$ cat src/rtl/branch_ctrl.sv
// ---------------------------------------------------------------------------
// branch_ctrl
//   Branch/call/return control unit. Evaluates a conditional branch against a
//   stored condition-code flag register and the ALU compare results, looks up
//   branch/call targets in a writable target table, and keeps return
//   addresses on a small return stack.
//
// Ports
//   clk                 single clock, all state changes on posedge
//   reset               asynchronous active-low reset
//   equal, less         ALU compare results for the current instruction
//   w_flag, flag_in     load a new condition code into the flag register
//   branch_instr        conditional branch
//   call_instr          unconditional call (pushes pc_next)
//   ret_instr           return (pops the return stack)
//   immediate           target-table index
//   pc_next             return address pushed on a call
//   tbl_we/waddr/wdata  target-table write port
//   address             branch target
//   branch              take the branch this cycle
//   stack_full/empty    return-stack status
//   stack_err           sticky overflow/underflow indicator
// ---------------------------------------------------------------------------
module branch_ctrl #(
   parameter int ADDR_W      = 10,
   parameter int IMM_W       = 5,
   parameter int FLAG_W      = 3,
   parameter int STACK_DEPTH = 4
) (
   input  logic              clk,
   input  logic              reset,
   input  logic              equal,
   input  logic              less,
   input  logic              w_flag,
   input  logic [FLAG_W-1:0] flag_in,
   input  logic              branch_instr,
   input  logic              call_instr,
   input  logic              ret_instr,
   input  logic [IMM_W-1:0]  immediate,
   input  logic [ADDR_W-1:0] pc_next,
   input  logic              tbl_we,
   input  logic [IMM_W-1:0]  tbl_waddr,
   input  logic [ADDR_W-1:0] tbl_wdata,
   output logic [ADDR_W-1:0] address,
   output logic              branch,
   output logic              stack_full,
   output logic              stack_empty,
   output logic              stack_err
);

   localparam int TBL_N = 2 ** IMM_W;
   localparam int PTR_W = $clog2(STACK_DEPTH + 1);
   localparam int IDX_W = (STACK_DEPTH > 1) ? $clog2(STACK_DEPTH) : 1;

   localparam logic [PTR_W-1:0] PTR_FULL = PTR_W'(STACK_DEPTH);
   localparam logic [PTR_W-1:0] PTR_ONE  = PTR_W'(1);

   // Condition codes held in flag bits [2:0]
   localparam logic [2:0] CC_NE     = 3'b000;
   localparam logic [2:0] CC_EQ     = 3'b001;
   localparam logic [2:0] CC_LT     = 3'b010;
   localparam logic [2:0] CC_LE     = 3'b011;
   localparam logic [2:0] CC_ALWAYS = 3'b100;
   localparam logic [2:0] CC_GE     = 3'b101;
   localparam logic [2:0] CC_GT     = 3'b110;
   localparam logic [2:0] CC_NEVER  = 3'b111;

   logic [FLAG_W-1:0] flag_q, flag_d;
   logic [PTR_W-1:0]  ptr_q, ptr_d;
   logic              err_q, err_d;
   logic [ADDR_W-1:0] tbl_q   [TBL_N];
   logic [ADDR_W-1:0] tbl_d   [TBL_N];
   logic [ADDR_W-1:0] stack_q [STACK_DEPTH];
   logic [ADDR_W-1:0] stack_d [STACK_DEPTH];

   logic              cond_ok;
   logic              push, pop, err_set;
   logic              branch_c;
   logic [ADDR_W-1:0] addr_c;
   logic [IDX_W-1:0]  top_idx;
   logic [IDX_W-1:0]  push_idx;
   logic              is_full, is_empty;

   assign is_empty = (ptr_q == '0);
   assign is_full  = (ptr_q == PTR_FULL);

   // Pointer counts occupied entries: top lives one below it, and the next
   // push lands exactly at it (only used while not full, so it fits).
   assign top_idx  = IDX_W'(ptr_q - PTR_ONE);
   assign push_idx = IDX_W'(ptr_q);

   always_comb begin
      cond_ok = 1'b0;
      unique case (flag_q[2:0])
         CC_NE:     cond_ok = !equal;
         CC_EQ:     cond_ok = equal;
         CC_LT:     cond_ok = less;
         CC_LE:     cond_ok = less | equal;
         CC_ALWAYS: cond_ok = 1'b1;
         CC_GE:     cond_ok = !less;
         CC_GT:     cond_ok = !less & !equal;
         CC_NEVER:  cond_ok = 1'b0;
         default:   cond_ok = 1'b0;
      endcase
   end

   // Instruction decode: ret outranks call outranks branch.
   // Table read is combinational from the registered table, so a same-cycle
   // write to the indexed entry is not yet visible.
   always_comb begin
      push     = 1'b0;
      pop      = 1'b0;
      err_set  = 1'b0;
      branch_c = 1'b0;
      addr_c   = tbl_q[immediate];
      if (ret_instr) begin
         if (is_empty) begin
            err_set = 1'b1;
            addr_c  = '0;
         end else begin
            pop      = 1'b1;
            branch_c = 1'b1;
            addr_c   = stack_q[top_idx];
         end
      end else if (call_instr) begin
         branch_c = 1'b1;
         if (is_full) begin
            err_set = 1'b1;
         end else begin
            push = 1'b1;
         end
      end else if (branch_instr) begin
         branch_c = cond_ok;
      end
   end

   always_comb begin
      flag_d = flag_q;
      if (w_flag) begin
         flag_d = flag_in;
      end

      ptr_d = ptr_q;
      if (push) begin
         ptr_d = ptr_q + PTR_ONE;
      end else if (pop) begin
         ptr_d = ptr_q - PTR_ONE;
      end

      err_d = err_q | err_set;

      stack_d = stack_q;
      if (push) begin
         stack_d[push_idx] = pc_next;
      end

      tbl_d = tbl_q;
      if (tbl_we) begin
         tbl_d[tbl_waddr] = tbl_wdata;
      end
   end

   always_ff @(posedge clk or negedge reset) begin
      if (!reset) begin
         flag_q <= '0;
         ptr_q  <= '0;
         err_q  <= 1'b0;
         for (int i = 0; i < TBL_N; i++) begin
            tbl_q[i] <= '0;
         end
         for (int i = 0; i < STACK_DEPTH; i++) begin
            stack_q[i] <= '0;
         end
      end else begin
         flag_q  <= flag_d;
         ptr_q   <= ptr_d;
         err_q   <= err_d;
         tbl_q   <= tbl_d;
         stack_q <= stack_d;
      end
   end

   // A call during reset would otherwise still drive branch high, so the
   // outputs are forced idle while reset is held.
   assign branch      = reset & branch_c;
   assign address     = reset ? addr_c : '0;
   assign stack_full  = is_full;
   assign stack_empty = is_empty;
   assign stack_err   = err_q;

endmodule

$ cat config.mk
export PLATFORM = sky130hd
export DESIGN_NAME = branch_ctrl
export DESIGN_NICKNAME = d
export VERILOG_FILES = /design/src/rtl/branch_ctrl.sv
export SDC_FILE = /design/constraint.sdc
export NUM_CORES = 1
export LEC_CHECK = 0
export ABC_CLOCK_PERIOD_IN_PS = 2740
export CAP_MARGIN = 25
export CORE_ASPECT_RATIO = 1.2
export CORE_UTILIZATION = 45
export CTS_CLUSTER_DIAMETER = 120
export CTS_CLUSTER_SIZE = 20
export DETAILED_ROUTE_END_ITERATION = 12
export GPL_TIMING_DRIVEN = 1
export PLACE_DENSITY = 0.65
export SETUP_SLACK_MARGIN = 0.02
export SYNTH_ARGS = -nofsm -noshare
export SYNTH_HDL_FRONTEND = slang
export SYNTH_SLANG_ARGS = --single-unit
export TNS_END_PERCENT = 30
$ cat constraint.sdc
create_clock -name clk -period 2.74 [get_ports clk]
set_clock_uncertainty 0.05 [all_clocks]
set_input_delay 0.548 -clock clk [delete_from_list [all_inputs] [get_ports clk]]
set_output_delay 0.548 -clock clk [all_outputs]
set_load 0.01 [all_outputs]
==> flow_summary.ini, run 1 <==
[floorplanning]
num_rows = 78
io_pins = 56
fp.dieArea_um2 = 39400
coreArea_um2 = 38000
die_h_um = 217
initial_core_util_pct = 45.8
die_w_um = 181

[power_and_ir_drop]
power.total_mw = 14.5
powerDensity_nw_per_um2 = 710
peakVddDrop_mv = 0.527
p_leak_nw = 9.44

[timing]
finalSetupTns_ns = -1.10
tightest_slew_ns = 0.764
grt_setup_unrepaired = true
fin_crit_sh_pct = 105
maxSlewViolCount = 0
hold_viol_final = 0
finalSetupViolCount = 10
clock.fmax_mhz = 348
holdWs_ns = 0.417
finalCriticalPeriod_ns = 2.88
setup_ws_ns = -0.135
slew_headroom_pct = 49.1

[critical_path]
arrival_ns = 2.28
end_kind = output pin
startpoint_type = input port
worstSetupStartpoint = immediate[1]
cpMostUsedCell = buf_12
path_cells = clkbuf_16, buf_16, buf_12, buf_12, buf_8, mux4_2, nor2b_4, a211oi_4, o41ai_2, buf_2
required_ns = 2.14
crit_buf_inv = 6
crit_fanout = 8
crit_type = in -> out
slowest_delay_ns = 0.30
cp_slowest_cell = mux4_2
cp_top_family = buffers and inverters
r2r-start = ptr_q[0]

[route]
drt_iter0_markers = 730
antenna_left = 0
drc = 0
dr.pass1.iters = 5
vias_per_cell = 5.88
vias = 10600
postRouteWirelength_um = 45300
wire_per_inst_um = 25.2

[synth]
synth_cell_type_count = 48
synth-edff-count = 0
ys_warn_count = 0
synth_nets = 1230
synth.top_cell.area_share_pct = 52.8
synth_cells = 1183
syn_avg_cell_area_um2 = 14.7
yosysMostFrequentCell = dfrtp_1
synth_seq_cells = 367
synthTopCellsByArea = dfrtp_1 (53%), mux2_2 (12%), mux2_1 (12%), mux2i_1 (7.0%), mux4_2 (3.9%)
syn_area_um2 = 17400
synth-async-reset-ratio_pct = 100
synthTopCellsByCount = dfrtp_1 (367), mux2_2 (185), mux2_1 (178)
synth_ff_type = dfrtp_1
yosysSeqAreaShare_pct = 52.8
synth_top_area_cell = dfrtp_1

[cts]
cts.sinks = 367
cts_root_buffer = clkbuf_16
insertion_delay_ns = 0.54
cts_buffer_depth = 3
cts_htree_levels = 1
cts_tree = yes
clk_pin_slew_worst_paths_ns = 0.08
numCtsBuffers = 22

[global_routing]
met1_usage_pct = 32.7
grt_max_degree = 123
use_met2_pct = 39.6
grt_busiest_layer = met2
grt_pass1_wl_um = 70300
antenna_found_initial = 1
grt_pass1_vias = 11000
met3_usage_pct = 3.25
overflow = 0
grt_util_all_layers_pct = 23.8

[run_status]
run_status = complete, but fails checks
violations = negative setup slack

[min_path]
min_path_type = reg -> reg
hp-start = stack_err

[layout]
utilization_pct = 53.9
nets = 1363
final_cells = 1797
syn2layout_area_growth_pct = 17.7
drive_above_1_share_pct = 37.2

[placed_design]
hpwl_um = 30400
place.gp.congestion = 0.875
port-buffer-count = 55
dp_cells = 1758

[run]
drv_cap = 0
-- worst reg2reg max path, stage by stage (launching register included) --
cell	delay [ns]
dfrtp_1	0.35
inv_1	0.06
ha_2	0.20
buf_4	0.15
and2_1	0.15
nor2_1	0.18
nand2_1	0.36
mux2_2	0.41
-- layer usage --
metal	wire length, µm	up-vias	share of wire (%)
met5	11	-	0.024
met2	22100	192	49
met3	2030	54	4.5
li1	-	4668	-
met4	1140	2	2.5
met1	20000	5647	44
-- placed cells by master, fill, tap and decap left out, drive strengths merged, types with 4 or more instances in the layout --
| cell type | n |
|---|---|
| mux2 | 363 |
| nor2 | 26 |
| a211oi | 10 |
| nand2 | 23 |
| nor2b | 12 |
| a22oi | 20 |
| nand4 | 10 |
| nand2b | 4 |
| dfrtp | 367 |
| ha | 5 |
| a221oi | 22 |
| inv | 5 |
| o22ai | 10 |
| a21oi | 15 |
| nand3b | 4 |
| o41ai | 10 |
| buf | 143 |
| nor3b | 4 |
| clkdlybuf4s50 | 37 |
| mux2i | 121 |
| clkbuf | 25 |
| mux4 | 30 |
| a22o | 20 |
-- cells by family (layout without fill, tap and decap cells) --
group | count (synthesis) | in the layout | share of synthesized area, %
mux | 514 | 514 | 34.4
flops | 367 | 367 | 52.8
buf+inv | 87 | 217 | 2.81
simple gates | 95 | 98 | 3.68
fa+ha+maj | 5 | 5 | 0.360
xor+xnor | 4 | 4 | 0.202
compound gates | 111 | 111 | 5.76
other cells | 0 | 1 | 0
-- what timing repair did --
item	4_1_cts	5_1_grt
endpoints found under the hold margin	43	0
hold buffers	1	0
cloned	5	0
endpoints found under the setup margin	12	13
buffers inserted	10	0
pin swaps	32	21
gates resized for setup	107	41
-- path summary, 6_finish.rpt --
path | endpoint | slack (ns) | depth (start not counted)
worst min-delay path | stack_err | 0.42 | 1
max in group asynchronous | tbl_q[156] | 0.67 | 4
min in group asynchronous | tbl_q[215] | 0.56 | 3
worst max-delay path | address[9] | -0.14 | 10
worst max register to register | stack_q[0] | 0.71 | 7
worst min register to register | stack_err | 0.42 | 1
-- metrics by stage --
step / worst slack (ns) / cell area [µm²]
floorplan: 0.0696 / 17400
global placement: -0.883 / 19300
detailed placement: -0.970 / 19300
CTS: -0.136 / 20300
global route: -0.171 / 20500
finish: -0.135 / 20500
-- state kept, by name (all words and copies together) (netlist names) --
| register | cells |
|---|---|
| ptr_q | 3 |
| stack_q | 40 |
| flag_q | 3 |
| tbl_q | 320 |
| stack_err | 1 |
-- power by group --
group | switching, mW | internal, mW
sequential | 0.615 | 6.65
combinational | 1.83 | 2.16
clock | 1.76 | 1.50
-- layout make-up --
class	instances	area (µm²)
clock buffer	23	576
clock inverter	1	16.3
tap	480	601
fill	3121	17500
timing repair buffer	188	2000
antenna	1	2.50
inverter	5	18.8
multi-input combinational	732	8070
sequential	367	9180
Power figures use the tool's default switching activity.
==> run 2: changes to the inputs <==
--- a/config.mk
+++ b/config.mk
@@ -12,10 +12,9 @@
 export CTS_CLUSTER_DIAMETER = 120
 export CTS_CLUSTER_SIZE = 20
 export DETAILED_ROUTE_END_ITERATION = 12
-export GPL_TIMING_DRIVEN = 1
 export PLACE_DENSITY = 0.65
 export SETUP_SLACK_MARGIN = 0.02
 export SYNTH_ARGS = -nofsm -noshare
 export SYNTH_HDL_FRONTEND = slang
 export SYNTH_SLANG_ARGS = --single-unit
-export TNS_END_PERCENT = 30
+export TNS_END_PERCENT = 1
==> run 2 against run 1 <==
Compared with the run above: the flow still finishes with violations (negative setup slack); clock power about the same; sequential power is essentially flat; first-iteration DRC count down 7.0%; highest routed layer unchanged.
==> flow_summary.ini, run 2 (synthesis gave the netlist of run 1 again) <==
[timing]
clock.fmax_mhz = 348
hold_viol_final = 0
setup_ws_ns = -0.133
holdWs_ns = 0.417
grt_setup_unrepaired = true
maxSlewViolCount = 0
tightest_slew_ns = 0.768
fin_crit_sh_pct = 105
slew_headroom_pct = 48.8
finalCriticalPeriod_ns = 2.87
finalSetupViolCount = 10

[layout]
final_cell_mix = dfrtp_1 (367), mux2_2 (185), mux2_1 (178)
syn2layout_area_growth_pct = 17.7
max_flop_register = tbl_q
nets = 1363
insertedDiodeCount = 0
drive_above_1_share_pct = 37.2
design_area_um2 = 20500
top_regs = tbl_q: 320 flops, stack_q: 40 flops
largest_register_ffs = 320
layout_commonest_cell = dfrtp_1

[critical_path]
rrSetupSlack_ns = 0.72
end_kind = output pin
worstRegToRegCells = 7
arrival_ns = 2.28
r2r-start = ptr_q[0]
crit_type = in -> out
rr_endpoint = stack_q[0]
crit_fanout = 8
required_ns = 2.14
startpoint_type = input port

[placed_design]
port-buffer-count = 55
placed_area_um2 = 19300
place.gp.congestion = 0.875
hpwl_um = 30400

[min_path]
hold-path-endpoint = stack_err
hp-start = stack_err
hold_depth = 1
min_path_type = reg -> reg

[power_and_ir_drop]
p_leak_nw = 9.44
peakVddDrop_mv = 0.526
powerDensity_nw_per_um2 = 710

[route]
vias_per_cell = 5.89
antenna_left = 0
vias = 10600
dr.pass1.iters = 5
wire_per_inst_um = 25.2
postRouteWirelength_um = 45300
drc = 0
drt_iter0_markers = 679

[floorplanning]
coreArea_um2 = 38000
io_pins = 56
fp.dieArea_um2 = 39400
die_h_um = 217
initial_core_util_pct = 45.8
num_rows = 78
die_w_um = 181

[global_routing]
grt_max_degree = 123
grt_pass1_wl_um = 70300
grt_util_all_layers_pct = 23.8
antenna_found_initial = 1
overflow = 0
grt_pass1_vias = 11000

[cts]
cts_buffer_depth = 3
numCtsBuffers = 22
cts_tree = yes
insertion_delay_ns = 0.55
clk_pin_slew_worst_paths_ns = 0.08
cts_htree_levels = 1
cts.sinks = 367
cts_root_buffer = clkbuf_16

[run]
drv_cap = 0

[run_status]
run_status = complete, but fails checks
violations = negative setup slack
run 2: cell count changes in the layout (fill, tap and decap cells not counted), sizes merged:
cell	delta
diode	-1
run 2: worst max-delay path by stage:
| stage | cells past startpoint | startpoint | slack (ns) | endpoint |
|---|---|---|---|---|
| finish | 10 | immediate[1] | -0.13 | address[9] |
| detailed placement | 8 | immediate[2] | -0.97 | address[1] |
| floorplan | 8 | ptr_q[0] | 0.07 | address[3] |
| global placement | 8 | immediate[2] | -0.88 | address[1] |
| global route | 10 | immediate[1] | -0.17 | address[9] |
| CTS | 10 | immediate[1] | -0.14 | address[8] |
run 2: cell type report:
class / instances / area [µm²]
fill: 3120 / 17500
sequential: 367 / 9180
multi-input combinational: 732 / 8070
timing repair buffer: 188 / 2000
tap: 480 / 601
clock buffer: 23 / 576
inverter: 5 / 18.8
clock inverter: 1 / 16.3
run 2: power breakdown:
part	total (mW)	leakage, nW	internal, mW	switching, mW
combinational	3.98	4.49	2.16	1.83
sequential	7.27	4.65	6.65	0.617
clock	3.27	0.290	1.50	1.77
total	14.5	9.44	10.3	4.21
run 2: critical path, cell delays in order:
cell and delay, ns:
clkbuf_16 0.14, buf_16 0.15, buf_12 0.15, buf_12 0.15, buf_8 0.12, mux4_2 0.30
nor2b_4 0.15, a211oi_4 0.25, o41ai_2 0.12, buf_2 0.16
run 2: routing by layer:
metal	global-route usage [%]	routed length [µm]
met1	32.7	19900
met2	39.6	22100
met3	3.25	2100
met4	6.55	1160
met5	0	11
run 2: timing repair:
item                       4_1_cts  5_1_grt
setup endpoints to repair       12       13
cloned                           5        0
hold endpoints to repair        43        0
buffers inserted                10        0
pin swaps                       32       21
hold buffers                     1        0
resized for setup              107       41
run 2: metrics by stage:
| step | utilization, % | power [mW] | instances | TNS [ns] | setup slack, ns |
|---|---|---|---|---|---|
| finish | 53.9 | 14.5 | 1796 | -1.11 | -0.133 |
| global route | 53.9 | 15.2 | 1796 | -1.50 | -0.171 |
| CTS | 53.4 | 14.6 | 1797 | -1.24 | -0.136 |
| detailed placement | 50.9 | 11.2 | 1758 | -9.14 | -0.970 |
| global placement | 50.9 | 11.1 | 1758 | -8.24 | -0.883 |
| floorplan | - | 9.68 | 1183 | 0 | 0.0696 |
==> run 3: changes to the inputs <==
--- a/config.mk
+++ b/config.mk
@@ -8,6 +8,7 @@
 export ABC_CLOCK_PERIOD_IN_PS = 2740
 export CAP_MARGIN = 25
 export CORE_ASPECT_RATIO = 1.2
+export CORE_MARGIN = 2
 export CORE_UTILIZATION = 45
 export CTS_CLUSTER_DIAMETER = 120
 export CTS_CLUSTER_SIZE = 20
==> run 3 against run 2 <==
Compared with the run above: the flow still finishes with violations (negative setup slack); sequential power about the same; clock power about the same; worst hold slack better by 0.0036 ns; combinational power about the same; via count down 1.0%; first-iteration DRC count grew 24%; setup slack lost 0.023 ns; non-clock buffer count shrank 13; total power down 0.36%; core utilization is 0.80 points lower; critical path type unchanged; largest cell class unchanged.
==> flow_summary.ini, run 3 (synthesis gave the netlist of run 1 again) <==
[layout]
drive_above_1_share_pct = 35.0
nets = 1348
largest_register_ffs = 320
final_cell_mix = dfrtp_1 (367), mux2_2 (185), mux2_1 (178)
insertedDiodeCount = 0
nFillCells = 3128
max_flop_register = tbl_q
multi_input_area_um2 = 7940
layout_commonest_cell = dfrtp_1
final_cells = 1781
top_regs = tbl_q: 320 flops, stack_q: 40 flops
regArea_um2 = 9180
syn2layout_area_growth_pct = 15.9

[floorplanning]
die_w_um = 183
num_rows = 78
io_pins = 56
die_h_um = 219
initial_core_util_pct = 45.8
coreArea_um2 = 38000
fp.dieArea_um2 = 40200

[critical_path]
r2r-start = ptr_q[0]
required_ns = 2.14
startpoint_type = input port
crit_type = in -> out
arrival_ns = 2.30
worstRegToRegCells = 7
rr_endpoint = stack_q[18]
crit_fanout = 9
rrSetupSlack_ns = 0.64
end_kind = output pin

[timing]
holdWs_ns = 0.421
grt_setup_unrepaired = true
slew_headroom_pct = 44.2
finalCriticalPeriod_ns = 2.90
maxSlewViolCount = 0
hold_viol_final = 0
finalSetupTns_ns = -0.930
tightest_slew_ns = 0.837
fin_crit_sh_pct = 106
setup_ws_ns = -0.156
clock.fmax_mhz = 345
finalSetupViolCount = 10

[route]
drc = 0
vias = 10500
vias_per_cell = 5.88
drt_iter0_markers = 842
postRouteWirelength_um = 44900
dr.pass1.iters = 5
wire_per_inst_um = 25.2
antenna_left = 0

[run_status]
run_status = complete, but fails checks
violations = negative setup slack

[placed_design]
port-buffer-count = 55
place.gp.congestion = 0.889
dp_cells = 1744
hpwl_um = 30400

[power_and_ir_drop]
p_leak_nw = 9.31
powerDensity_nw_per_um2 = 718
peakVddDrop_mv = 0.554

[global_routing]
overflow = 0
grt_util_all_layers_pct = 22.9
grt_pass1_wl_um = 68600
grt_pass1_vias = 10800
antenna_found_initial = 3
grt_max_degree = 158

[min_path]
min_path_type = reg -> reg
hold-path-endpoint = stack_err
hp-start = stack_err
hold_depth = 1

[cts]
cts.sinks = 367
numCtsBuffers = 22
insertion_delay_ns = 0.53
cts_htree_levels = 1
clk_pin_slew_worst_paths_ns = 0.08
cts_tree = yes
cts_root_buffer = clkbuf_16
cts_buffer_depth = 3

[run]
drv_cap = 0
-- run 3: worst max-delay path by stage --
stage,startpoint,end,slack [ns],depth (start not counted)
after CTS,tbl_q[280],address[0],-0.12,6
after global routing,tbl_q[280],address[0],-0.18,6
after detailed placement,immediate[0],address[0],-0.93,8
final,immediate[1],address[0],-0.16,10
after floorplan,ptr_q[0],address[3],0.07,8
after global placement,immediate[0],address[0],-0.95,8
-- run 3: report_power, final --
part	switching [mW]	leakage [nW]	internal (mW)
combinational	1.84	4.36	2.11
sequential	0.597	4.65	6.65
clock	1.77	0.290	1.50
total	4.21	9.31	10.3
-- run 3: per-layer routing --
layer	share of wire, %	global-route usage (%)	vias up
met5	0.029	0	-
met4	4.7	10.3	2
met3	5.4	4.43	88
met2	46	35.5	242
met1	44	31.2	5507
li1	-	-	4626
-- run 3: metrics by stage --
stage               instance area [µm²]  setup WS [ns]  util, %  power [mW]
finish                            20200         -0.156     53.1        14.5
global route                      20200         -0.177     53.1        15.2
CTS                               20100         -0.123     52.9        14.6
detailed placement                19200         -0.926     50.5        11.2
global placement                  19200         -0.952     50.5        11.1
floorplan                         17400         0.0696        -        9.68
-- run 3: repair_timing --
| action | CTS | global route |
|---|---|---|
| setup endpoints to repair | 12 | 11 |
| pin swaps | 14 | 6 |
| endpoints found under the hold margin | 26 | 0 |
| gates cloned | 3 | 0 |
| buffers inserted | 9 | 0 |
| gates resized for setup | 99 | 12 |
| hold buffers | 1 | 0 |
-- run 3: area by class of cell --
cell class,count,share of cell area (%)
Clock inverter,1,0.0807
Timing Repair Buffer,175,9.04
Tap cell,480,2.98
Inverter,5,0.0931
Sequential cell,367,45.6
Multi-Input combinational cell,730,39.4
Clock buffer,23,2.86
-- run 3: worst max-delay path, cell delays in order --
cell	delay [ns]
buf_12	0.13
buf_12	0.15
buf_4	0.14
buf_4	0.13
mux4_2	0.32
nor2b_4	0.16
a211oi_4	0.31
buf_4	0.18
o41ai_2	0.05
buf_4	0.16
